### src/rtl/fetch_unit.sv
// Instruction fetch front end: 1-cycle-latency ROM reader feeding a 2-entry buffer to decode.
// Optional define FETCH_PERF_COUNTER_EN adds the fetch_count port counting delivered instructions.
`ifndef ROM_ADDRESS_BITWIDTH
`define ROM_ADDRESS_BITWIDTH 8
`endif

module fetch_unit #(
   parameter logic [`ROM_ADDRESS_BITWIDTH-1:0] RESET_PC = '0
) (
   input  logic                             clk,
   input  logic                             reset_n,
   output logic [`ROM_ADDRESS_BITWIDTH-1:0] rom_address,
   input  logic [31:0]                      rom_data,
   input  logic                             redirect_valid,
   input  logic [`ROM_ADDRESS_BITWIDTH-1:0] redirect_pc,
   output logic                             inst_valid,
   input  logic                             inst_ready,
   output logic [31:0]                      inst,
   output logic [`ROM_ADDRESS_BITWIDTH-1:0] inst_pc
`ifdef FETCH_PERF_COUNTER_EN
   ,
   output logic [31:0]                      fetch_count
`endif
);

   localparam int W = `ROM_ADDRESS_BITWIDTH;

   typedef enum logic [1:0] {EMPTY, ONE, TWO} occ_t;

   occ_t         state, state_next;
   logic [W-1:0] pc, pc_next;
   logic         inflight;
   logic [W-1:0] inflight_pc;
   logic [31:0]  tail_inst;
   logic [W-1:0] tail_pc;

   logic         pop, capture, issue;
   logic         head_from_rom, head_from_tail, tail_from_rom;
   logic [1:0]   occ_num, pending;

   assign rom_address = pc;
   assign inst_valid  = (state != EMPTY);
   assign pop         = inst_valid & inst_ready;
   // A redirect squashes the fetch whose data is arriving this cycle.
   assign capture     = inflight & ~redirect_valid;

   always_comb begin
      occ_num = 2'd0;
      case (state)
         ONE:     occ_num = 2'd1;
         TWO:     occ_num = 2'd2;
         default: occ_num = 2'd0;
      endcase
   end

   assign pending = occ_num + {1'b0, inflight};

   always_comb begin
      state_next     = state;
      pc_next        = pc;
      issue          = 1'b0;
      head_from_rom  = 1'b0;
      head_from_tail = 1'b0;
      tail_from_rom  = 1'b0;
      if (redirect_valid) begin
         state_next = EMPTY;
         pc_next    = {redirect_pc[W-1:2], 2'b00};
      end else begin
         issue = (pending <= 2'd1) || ((pending == 2'd2) && pop);
         if (issue) pc_next = pc + W'(4);
         case (state)
            EMPTY: begin
               if (capture) begin
                  head_from_rom = 1'b1;
                  state_next    = ONE;
               end
            end
            ONE: begin
               case ({pop, capture})
                  2'b10: state_next = EMPTY;
                  2'b01: begin
                     tail_from_rom = 1'b1;
                     state_next    = TWO;
                  end
                  2'b11: head_from_rom = 1'b1;
                  default: state_next = ONE;
               endcase
            end
            TWO: begin
               if (pop) begin
                  head_from_tail = 1'b1;
                  if (capture) tail_from_rom = 1'b1;
                  else         state_next    = ONE;
               end
            end
            default: state_next = EMPTY;
         endcase
      end
   end

   always_ff @(posedge clk or negedge reset_n) begin
      if (!reset_n) begin
         state       <= EMPTY;
         pc          <= {RESET_PC[W-1:2], 2'b00};
         inflight    <= 1'b0;
         inflight_pc <= '0;
      end else begin
         state    <= state_next;
         pc       <= pc_next;
         inflight <= issue;
         if (issue) inflight_pc <= pc;
      end
   end

   // Buffer storage: head drives decode directly, tail is the second slot.
   always_ff @(posedge clk or negedge reset_n) begin
      if (!reset_n) begin
         inst      <= '0;
         inst_pc   <= '0;
         tail_inst <= '0;
         tail_pc   <= '0;
      end else begin
         if (head_from_rom) begin
            inst    <= rom_data;
            inst_pc <= inflight_pc;
         end else if (head_from_tail) begin
            inst    <= tail_inst;
            inst_pc <= tail_pc;
         end
         if (tail_from_rom) begin
            tail_inst <= rom_data;
            tail_pc   <= inflight_pc;
         end
      end
   end

`ifdef FETCH_PERF_COUNTER_EN
   always_ff @(posedge clk or negedge reset_n) begin
      if (!reset_n)  fetch_count <= '0;
      else if (pop)  fetch_count <= fetch_count + 32'd1;
   end
`endif

endmodule

### config.mk
export PLATFORM = sky130hd
export DESIGN_NAME = fetch_unit
export DESIGN_NICKNAME = d
export VERILOG_FILES = /design/src/rtl/fetch_unit.sv
export SDC_FILE = /design/constraint.sdc
export NUM_CORES = 1
export LEC_CHECK = 0
export CORE_MARGIN = 1
export CORE_UTILIZATION = 34
export CTS_CLUSTER_DIAMETER = 60
export DETAILED_ROUTE_END_ITERATION = 16
export SYNTH_ARGS = -nofsm -noshare
export SYNTH_HDL_FRONTEND = slang
export SYNTH_SLANG_ARGS = --single-unit
### constraint.sdc
create_clock -name clk -period 2.05 [get_ports clk]
set_input_delay 0.5125 -clock clk [delete_from_list [all_inputs] [get_ports clk]]
set_output_delay 0.5125 -clock clk [all_outputs]
set_load 0.05 [all_outputs]
* Word-level counts from Yosys, hierarchy flattened
Index checks and enable logic that the tools add are counted.
** Operators by class
- Reduce and logical (&&, ||, !) cells :: 7
- Bitwise gates (word level) :: 3
- Order comparisons :: 1
- Muxes and demuxes :: 25
- Equality and inequality tests :: 10
- Add/sub/neg operators :: 2
** Operators by type and width (count)
- $mux W32 :: 2
- $mux W8 :: 4
- $ne A3 B3 Y1 const B :: 4
- $pmux W2 S3 :: 2
- $mux W1 :: 10
- $add A8 B3 Y8 const B :: 1
- $eq A2 B2 Y1 const B :: 4
- $mux W2 :: 4
- $reduce_bool A2 Y1 :: 3
- $eq A2 B1 Y1 const B :: 2
- $pmux W1 S2 :: 2
- $pmux W2 S2 :: 1
- $reduce_and A4 Y1 :: 1
- $add A2 B1 Y2 :: 1
- $and A1 B1 Y1 :: 2
- $le A2 B1 Y1 const B :: 1
- $logic_not A2 Y1 :: 1
- $logic_and A1 B1 Y1 :: 1
- $logic_or A1 B1 Y1 :: 1
- $not A1 Y1 :: 1
** Storage, ports and cells
- Input bits :: 44
- Logic and storage cells :: 56
- Bits in registers :: 99
- Output and inout port bits :: 49

* Longest topological paths before layout
Gate-level depths: netlist (run 1).
- Word-level depth :: 8
- Gate-level depth with buffers :: 10
- Depth with buffers taken out :: 8

* Least setup slack after synthesis (run 1)
No wires, ideal clock.
- Path type :: input port to flip-flop
- From :: input port redirect_valid
- To :: register tail_inst[0]
- Path slack :: -4 ps
- Path buffers :: 3
- Stages on the path :: 9
- Library setup time :: 127 ps
- Data arrival time :: 1927 ps
- Required time :: 1923 ps
- Path through :: clkbuf_1 > nor2_1 > ha_1 > nand2_1 > o21ai_1 > nand3_1 > buf_2 > buf_6 > mux2_1
** On the way
- Word-level cells in the longest chain between the ends :: 6
- Elaborated cells on any way between the ends :: 8
- Those cells by class :: eq/ne: 1; mux: 5; bitwise: 2
** RTL lines
- start, declared :: line 14 : input logic redirect_valid,
- $not A1 Y1 :: line 45 : assign capture = inflight & ~redirect_valid;
- $and A1 B1 Y1 :: line 45
- $eq A2 B1 Y1 / $mux W1 (equally long branches) :: line 79, 92
- $mux W1 (on tied branches) :: line 79, 90
- $pmux W1 S2 :: line 71 : case (state)
- $mux W1 (*) :: line 65 : if (redirect_valid) begin
- end signal, assigned :: line 131 : tail_inst <= rom_data;
- end, declared :: line 34 : logic [31:0] tail_inst;
Mark *: on every way between the ends. The rest lies on a longest branch, timed or not.
A chain may end at the register's enable or synchronous reset.

* Worst setup path in the final report (run 1)
- From :: register inst[9]
- To :: output port inst[9]
** RTL lines
- start, declared :: line 18 : output logic [31:0] inst,
- start signal, assigned :: line 124 : inst <= rom_data;
- start signal, assigned :: line 127 : inst <= tail_inst;
No word-level cell between the ends.

==> results of run 1 <==
-- report_power, final --
| part | switching, mW | internal (mW) | total, mW |
|---|---|---|---|
| Sequential | 0.435 | 2.56 | 2.99 |
| Clock | 0.629 | 1.03 | 1.66 |
| Combinational | 2.34 | 1.51 | 3.85 |
| Total | 3.41 | 5.09 | 8.50 |
-- per-layer routing --
layer / wire length [um] / share of wire, % / vias up / global-route usage (%)
met5: 0 / 0 / - / 0
li1: - / - / 1390 / -
met3: 450 / 4.9 / 13 / 4.518
met4: 143 / 1.6 / 0 / 5.405
met1: 4205 / 46 / 1408 / 17.13
met2: 4316 / 47 / 64 / 22.69
-- cell type report --
type	count	area [sq um]	share of cell area, %
Timing Repair Buffer	111	1181	20.80
Clock buffer	12	266.5	4.693
Clock inverter	2	35.03	0.6169
Inverter	7	26.28	0.4627
Sequential cell	91	2277	40.10
Tap cell	143	178.9	3.150
Multi-Input combinational cell	225	1714	30.18
-- placed cells by master (no fill, tap or decap), drive strengths merged, types with 3 or more instances in the layout --
cell type      instances
nor2                   9
nand2                 44
nor3                   3
dfrtp                 91
buf                   39
conb                   4
clkdlybuf4s50         58
clkbuf                15
o21ai                 44
dlymetal6s2s          11
mux2i                 41
ha                     9
a31oi                  3
nor2b                  3
mux2                  44
inv                    7
nand3                  3
-- metrics by stage --
| stage | TNS [ns] | std cells | cell area, sq um | power [mW] |
|---|---|---|---|---|
| finish | 0 | 591 | 5679 | 8.499 |
| global route | -0.03098 | 591 | 5679 | 8.969 |
| CTS | 0 | 586 | 5499 | 8.466 |
| detailed placement | -24.61 | 572 | 5197 | 6.761 |
| global placement | -20.95 | 572 | 5197 | 6.671 |
| floorplan | 0 | 347 | 4119 | 5.443 |
-- repair_timing --
action,4_1_cts,5_1_grt
gates resized for setup,0,24
buffers inserted,0,1
setup endpoints to repair,0,83
-- flip-flops by register name, summed over array words and instances (netlist names) --
signal / cells
inflight: 1
inflight_pc: 6
inst: 32
inst_pc: 6
rom_address: 6
state: 2
tail_inst: 32
tail_pc: 6
-- final timing paths --
path,startpoint,depth (start not counted),to
min in group clk,tail_inst[25],1,tail_inst[25]
worst min register to register,tail_inst[25],1,tail_inst[25]
worst max-delay path,inst[9],1,inst[9]
max in group asynchronous,reset_n,2,tail_inst[10]
worst min-delay path,reset_n,2,inst[16]
worst max register to register,state[0],9,tail_inst[30]
-- logic make-up (layout without fill, tap and decap cells) --
logic type / Yosys count / count (layout) / synth area share, %
DFF: 91 / 91 / 55.45
other: 1 / 4 / 0.09132
buffers and inverters: 31 / 132 / 4.387
adders and majority gates: 9 / 9 / 2.742
muxes: 85 / 85 / 22.06
AOI/OAI and AO/OA: 54 / 54 / 7.160
xor gates and xnor gates: 2 / 2 / 0.4266
and+or+nand+nor: 71 / 71 / 7.678
==> impl_metrics.toml, run 1 <==
[critical_path]
path_buf_inv = 1
cp-start-kind = "flop"
crit_type = "reg2out"
worstPathArrival_ns = 1.49
cp_max_fo = 2
cp_top_family = "buffers and inverters"
cp_slowest_cell = "clkdlybuf4s50_1"
crit_chain = "clkdlybuf4s50_1"
cpPeakStageDelay_ns = 0.81
r2r_slack_ns = 0.09
required_ns = 1.54
endpoint_kind = "output port"

[synthesis]
yosysTopAreaCellShare_pct = 55.45
yosys.area.top_type = "dfrtp_1"
yosysSeqAreaShare_pct = 55.45
synthArstFlopShare_pct = 100.0
ys_warn_count = 0
synthTopCellsByArea = "dfrtp_1 55%, mux2i_1 10%, mux2_1 6.0%, mux2_2 6.0%, nand2_1 4.0%"
netlist_instances = 344
synthTopCellsByCount = "91 x dfrtp_1, 44 x nand2_1, 41 x mux2i_1, 23 x o21ai_0"
synth_edf_count = 0
synth_cell_types = 33
synth_seq_cells = 91
avgSynthCellArea_sq_um = 11.94
syn_area_sq_um = 4106
synth_most_common_cell = "dfrtp_1"
synth_ff_type = "dfrtp_1"

[flow_run]
maxCapViolations = 0

[clocking]
clk_latency_ns = 0.34
holdBufCountCts = 0
cts_tree = "yes"
clk_pin_slew_ns = 0.06
root_buffer = "clkbuf_16"
cts_buffers = 9
cts.sinks = 91
h-tree-depth = 3
cts_buffer_depth = 2

[drt]
wl_per_cell_um = 15.42
viasPerCell = 4.865
drt_iter0_drc = 127
vias = 2875
dr.pass1.iters = 13
drc = 4
wirelength_um = 9116
ant_nets = 0

[power]
p_per_area_nw_per_um2 = 1497
power_leakage_nw = 2.594
ir_drop_mv = 0.7422

[place]
gp_congestion = 0.8175
port_buffers = 86
detailedPlace.worstSlack_ns = -0.3580
dp_hpwl_um = 5512

[timing]
slew_violations = 0
tightest_slew_ns = 0.5381
whs_ns = 0.2073
period_share_pct = 97.85
hold_viol = 0
setup_violations = 0
period_needed_ns = 2.006
clock_skew_ns = 0.003768
slew_headroom_pct = 64.07
fin_ws_ns = 0.04401
fmax_mhz = 498.5

[floorplan]
core_sq_um = 11610
pin_count = 93
die_h_um = 111.9
floorplan.rows = 39
die_width_um = 111.9
dieArea_sq_um = 12520
initial_core_util_pct = 35.36

[global_route]
grt_max_degree = 92
first_global_vias = 2867
overflow = 0
track_usage_pct = 13.93
antenna_found_initial = 0
grt_pass1_wl_um = 13630

[layout]
fillers = 1046
final_core_util_pct = 48.90
syn_to_final_growth_pct = 38.30
num_antenna_cells = 0
drive_gt1_share_pct = 19.87
nNetsFinal = 498

[outcome]
outcome = "complete, but fails checks"
violations = "design-rule violations"

[worst_hold_path]
hold_path_class = "in2async"
Note: power is estimated with default switching activity, not from simulation.
==> run 2, diff against run 1 <==
--- a/config.mk
+++ b/config.mk
@@ -5,10 +5,12 @@
 export SDC_FILE = /design/constraint.sdc
 export NUM_CORES = 1
 export LEC_CHECK = 0
+export ABC_AREA = 1
 export CORE_MARGIN = 1
 export CORE_UTILIZATION = 34
 export CTS_CLUSTER_DIAMETER = 60
 export DETAILED_ROUTE_END_ITERATION = 16
+export GPL_TIMING_DRIVEN = 0
 export SYNTH_ARGS = -nofsm -noshare
 export SYNTH_HDL_FRONTEND = slang
 export SYNTH_SLANG_ARGS = --single-unit
==> impl_metrics.toml, run 2 <==
[outcome]
outcome = "finished clean"

[floorplan]
core_sq_um = 13240
floorplan.rows = 42
die_width_um = 118.6
initial_core_util_pct = 34.93
pin_count = 93
die_h_um = 118.6
dieArea_sq_um = 14080

[critical_path]
cpPeakStageDelay_ns = 0.81
cp_top_family = "buffers and inverters"
cp_max_fo = 2
crit_chain = "clkdlybuf4s50_1"
endpoint_kind = "output port"
required_ns = 1.54
cp-start-kind = "flop"
crit_type = "reg2out"
cp_slowest_cell = "clkdlybuf4s50_1"
path_buf_inv = 1
worstPathArrival_ns = 1.50

[global_route]
overflow = 0
grt_max_degree = 56
grt_pass1_wl_um = 20610
antenna_found_initial = 0
first_global_vias = 4102
track_usage_pct = 18.47

[power]
ir_drop_mv = 0.5616
p_per_area_nw_per_um2 = 1434
power_leakage_nw = 3.163

[clocking]
cts_tree = "yes"
root_buffer = "clkbuf_16"
holdBufCountCts = 0
clk_latency_ns = 0.34
cts_buffers = 9
clk_pin_slew_ns = 0.07
h-tree-depth = 3
cts.sinks = 91
cts_buffer_depth = 2

[drt]
wirelength_um = 12280
vias = 4252
ant_nets = 0
viasPerCell = 4.837
dr.pass1.iters = 7
drt_iter0_drc = 311
drc = 0
wl_per_cell_um = 13.97

[timing]
rsz0062_at_grt = "false"
hold_viol = 0
clock_skew_ns = 0.004086
period_share_pct = 98.16
slew_headroom_pct = 66.18
tightest_slew_ns = 0.5065
period_needed_ns = 2.012
whs_ns = 0.1302
fin_tns_setup_ns = 0
fin_ws_ns = 0.03779
setup_violations = 0
slew_violations = 0
fmax_mhz = 497.0

[layout]
multiInputGateArea_sq_um = 1883
nNetsFinal = 752
fin_area_sq_um = 6088
regArea_sq_um = 2277
final_cell_mix = "162 x nand2_1, 162 x nand3_1, 91 x dfrtp_1"
final_core_util_pct = 45.98
reg_top3 = "inst x32, tail_inst x32"
fillers = 1314
syn_to_final_growth_pct = 31.62
drive_gt1_share_pct = 8.819
num_antenna_cells = 0

[place]
placed_cell_area_sq_um = 5743
gp_congestion = 0.7778
dp_hpwl_um = 8666
port_buffers = 86
detailedPlace.worstSlack_ns = -0.5696

[synthesis]
synth_cell_types = 22
synth_compound_area_share_pct = 2.137
synth_edf_count = 0
yosysSeqAreaShare_pct = 49.23
yosys.area_share.simple_pct = 35.49
synthTopCellsByCount = "162 x nand2_1, 162 x nand3_1, 91 x dfrtp_1, 53 x inv_1, 46 x nor2_1"
synth_ff_type = "dfrtp_1"
yosysTopAreaCellShare_pct = 49.23
synth_top_family_by_area = "simple AND/OR/NAND/NOR gates"
synth_mux_area_share_pct = 0
syn_area_sq_um = 4626
synthXorXnorAreaFrac_pct = 0.1893
synth_fa_ha_area_share_pct = 2.434
synth_seq_cells = 91
yosys.area.top_type = "dfrtp_1"
synthTopCellsByArea = "dfrtp_1 49%, nand3_1 18%, nand2_1 13%, inv_1 4.3%, nor2_1 3.7%"
synthArstFlopShare_pct = 100.0
ys_warn_count = 0
netlist_instances = 596
avgSynthCellArea_sq_um = 7.761

[worst_hold_path]
hold_path_class = "in2async"

[flow_run]
maxCapViolations = 0
[run 2: changes by cell type in the layout (fill, tap and decap cells not counted), moves of 12 or more]
cell / previous run / this run
buf_2: 0 / 12
nand3_1: 2 / 162
o21ai_1: 20 / 0
mux2_1: 22 / 0
inv_1: 6 / 53
dlygate4sd2_1: 0 / 14
nand2_1: 44 / 162
mux2_2: 22 / 0
mux2i_1: 41 / 0
buf_4: 30 / 16
nor2_1: 7 / 45
[run 2: power breakdown]
part	switching [mW]	internal, mW	total, mW
sequential	0.469	2.53	3.00
combinational	2.75	1.29	4.04
clock	0.709	0.980	1.69
total	3.93	4.80	8.73
[run 2: cell families after synthesis]
logic type	after synthesis
and+or+nand+nor	378
buffers and inverters	98
AOI/OAI and AO/OA	18
other	1
xor gates and xnor gates	1
adders and majority gates	9
DFF	91
[run 2: stage by stage]
stage                     std cells  total power, mW
after global placement          861            7.092
after CTS                       877            8.789
after global routing            879            9.234
after detailed placement        862            7.173
after floorplan                 599            5.714
final                           879            8.728
[run 2: repair_timing]
item                       CTS  global route
pin swaps                    0             0
setup buffers                0             2
resized for setup           24            22
setup endpoints to repair   72            77
[run 2: layout make-up]
class / count / area share, %
flip-flops and latches: 91 / 37.40
multi-input cells: 410 / 30.93
repair buffers: 89 / 15.17
plain buffers: 43 / 4.665
clock buffers: 12 / 4.048
well taps: 176 / 3.617
inverters: 55 / 3.391
clock inverters: 3 / 0.7809
[run 2: final timing paths]
| kind | start | endpoint | slack (ns) | depth (start not counted) |
|---|---|---|---|---|
| max in group asynchronous | reset_n | rom_address[6] | 1.28 | 2 |
| min in group clk | tail_inst[12] | tail_inst[12] | 0.47 | 2 |
| worst max-delay path | inst[9] | inst[9] | 0.04 | 1 |
| worst max register to register | state[0] | inst_pc[3] | 0.16 | 11 |
| worst min register to register | tail_inst[12] | tail_inst[12] | 0.47 | 2 |
| worst min-delay path | reset_n | inst[25] | 0.13 | 1 |
[run 2: metal layers]
| metal | routed length [um] | track usage [%] | up-vias |
|---|---|---|---|
| met5 | 0 | 0 | - |
| met4 | 115 | 3.956 | 0 |
| met3 | 572 | 4.971 | 10 |
| met2 | 5748 | 29.46 | 122 |
| met1 | 5847 | 25.05 | 2013 |
| li1 | - | - | 2107 |
==> RTL edit, RTL diff (settings of run 1) <==
`ROM_ADDRESS_BITWIDTH`: 8 -> 7.
--- a/src/rtl/fetch_unit.sv
+++ b/src/rtl/fetch_unit.sv
@@ -1,7 +1,7 @@
 // Instruction fetch front end: 1-cycle-latency ROM reader feeding a 2-entry buffer to decode.
 // Optional define FETCH_PERF_COUNTER_EN adds the fetch_count port counting delivered instructions.
 `ifndef ROM_ADDRESS_BITWIDTH
-`define ROM_ADDRESS_BITWIDTH 8
+`define ROM_ADDRESS_BITWIDTH 7
 `endif
 
 module fetch_unit #(
Interface: changed (resized inst_pc, redirect_pc and rom_address); port bits go from 93 to 90. No check against the original RTL was run, so the function may have changed too.
==> RTL edit against run 1 <==
Total power decreased by 1.4%. Sequential cell count decreased by 4. Count of clock-buffer cells in the layout decreased by 3. Wire length decreased by 9.2%. Worst setup slack improved by 0.0045 ns. Clock power increased by 13%. Sequential share of layout area decreased by 0.34 points. Cell area decreased by 3.6%. Area after synthesis decreased by 4.0%. Largest cell class unchanged. Non-clock buffer count decreased by 5.
==> RTL edit: results <==
[run_status]
status = "finished clean"

[finish]
reg_top3 = "inst (32), tail_inst (32)"
areaGrowthSynthToFinish_pct = 38.9
nNetsFinal = 475
diodes = 0
drive_above_1_share_pct = 26.4
nFillCells = 1011

[worst_setup_path]
crit_family = "buffers and inverters"
r2r_start = "state[0]$_DFFE_PN0P_"
slowest_stage = "clkdlybuf4s50_1"
crit_path_end_kind = "output pin"
crit_start = "inst[17]$_DFFE_PN0P_"
reg2regPathDepth = 7
r2r_end = "rom_address[2]$_DFFE_PN0P_"
critical_path_peak_fanout = 2
r2r_setup_slack_ns = 0.14
critPathCapture = "inst[17]"

[yosys]
netlist_top_cells_area = "dfrtp_1 55%, mux2_2 12%, mux2i_1 10%"
yosysWarnings = 0
synth_common_cells = "87 x dfrtp_1, 41 x mux2_2, 41 x nand2_1"
synth_seq_area_share_pct = 55.2
async_flop_share_pct = 100
synth_cell_type_count = 35

[power_and_ir_drop]
p_leak_nw = 2.58
sw_frac_of_total_pct = 39.3
irDropWorstVdd_mv = 0.804

[sta]
slew_headroom_pct = 65.3
clock_skew_ns = 0.00388
fin_ws_ns = 0.0486

[route]
drtPass1Iterations = 4
wire_per_inst_microns = 14.6
drt_iter0_drc = 91
vias = 2717

[global_routing]
grt_pass1_wl_mm = 13.3
grt_pass1_vias = 2787
grt_usage_pct = 14.7
grt_antenna_before_repair = 0
grt_max_degree = 88

[place]
placed_cell_area_sq_mm = 0.00504
place_hpwl_mm = 5.57
gp_congestion = 0.787
io_buffers = 83
pre_cts_slack_ns = -0.314

[clocking]
clkLatencyLatePin_ns = 0.34
clock-root-buffer = "clkbuf_16"
numCtsBuffers = 9
htree_num_levels = 3

[hold_path]
hp-class = "input port to async pin"
-- RTL edit: per-layer routing --
layer  global-route usage (%)  up-vias  part of all wire (%)
met4                     6.00        0                   1.6
met1                     18.2     1327                    46
li1                         -     1315                     -
met2                     23.9       66                    47
met5                        0        -                     0
met3                     4.33        9                   5.3
-- RTL edit: per-stage QoR --
| step | cells | TNS (ns) |
|---|---|---|
| after floorplan | 327 | 0 |
| after global placement | 550 | -14.98 |
| after detailed placement | 550 | -18.34 |
| after CTS | 567 | 0 |
| after global routing | 568 | 0 |
| final | 568 | 0 |
-- RTL edit: repair_timing --
item	CTS	global route
buffers inserted	1	1
gates resized for setup	3	29
pin swaps	0	3
endpoints found under the setup margin	52	99
-- RTL edit: how the worst min path moves through the flow --
stage / end / start / slack (ns) / depth (start not counted)
detailed placement: inst_pc[4]$_DFFE_PN0P_ / inflight_pc[4]$_DFFE_PN0P_ / 0.49 / 2
floorplan: inflight$_DFF_PN0_ / reset_n / 0.22 / 0
CTS: tail_inst[6]$_DFFE_PN0P_ / reset_n / 0.22 / 2
global placement: tail_inst[21]$_DFFE_PN0P_ / tail_inst[21]$_DFFE_PN0P_ / 0.49 / 1
finish: inst[4]$_DFFE_PN0P_ / reset_n / 0.18 / 2
global route: inst[4]$_DFFE_PN0P_ / reset_n / 0.23 / 2
-- RTL edit: kinds of logic (layout without fill, tap and decap cells) --
group | Yosys count | after routing | synth area share [%]
AOI/OAI and AO/OA | 51 | 51 | 7.24
xor gates and xnor gates | 2 | 2 | 0.444
adders and majority gates | 9 | 9 | 2.86
buffers and inverters | 27 | 128 | 4.32
DFF | 87 | 87 | 55.2
muxes | 82 | 82 | 22.2
other | 1 | 4 | 0.0951
and+or+nand+nor | 65 | 65 | 7.59
-- RTL edit: final cells by class --
| cell class | instances | area [sq um] | area share [%] |
|---|---|---|---|
| Timing Repair Buffer | 106 | 1120 | 20.4 |
| Inverter | 6 | 25.0 | 0.457 |
| Tap cell | 140 | 175 | 3.20 |
| Clock inverter | 7 | 119 | 2.17 |
| Sequential cell | 87 | 2180 | 39.8 |
| Clock buffer | 9 | 225 | 4.11 |
| Multi-Input combinational cell | 213 | 1640 | 29.9 |
-- RTL edit: power groups by stage --
stage	clock [mW]	combinational, mW	sequential, mW
after floorplan	0	1.20	4.05
after global placement	0	3.58	2.87
after detailed placement	0	3.64	2.91
after CTS	1.92	3.66	2.88
after global routing	1.99	3.91	2.95
final	1.87	3.65	2.86
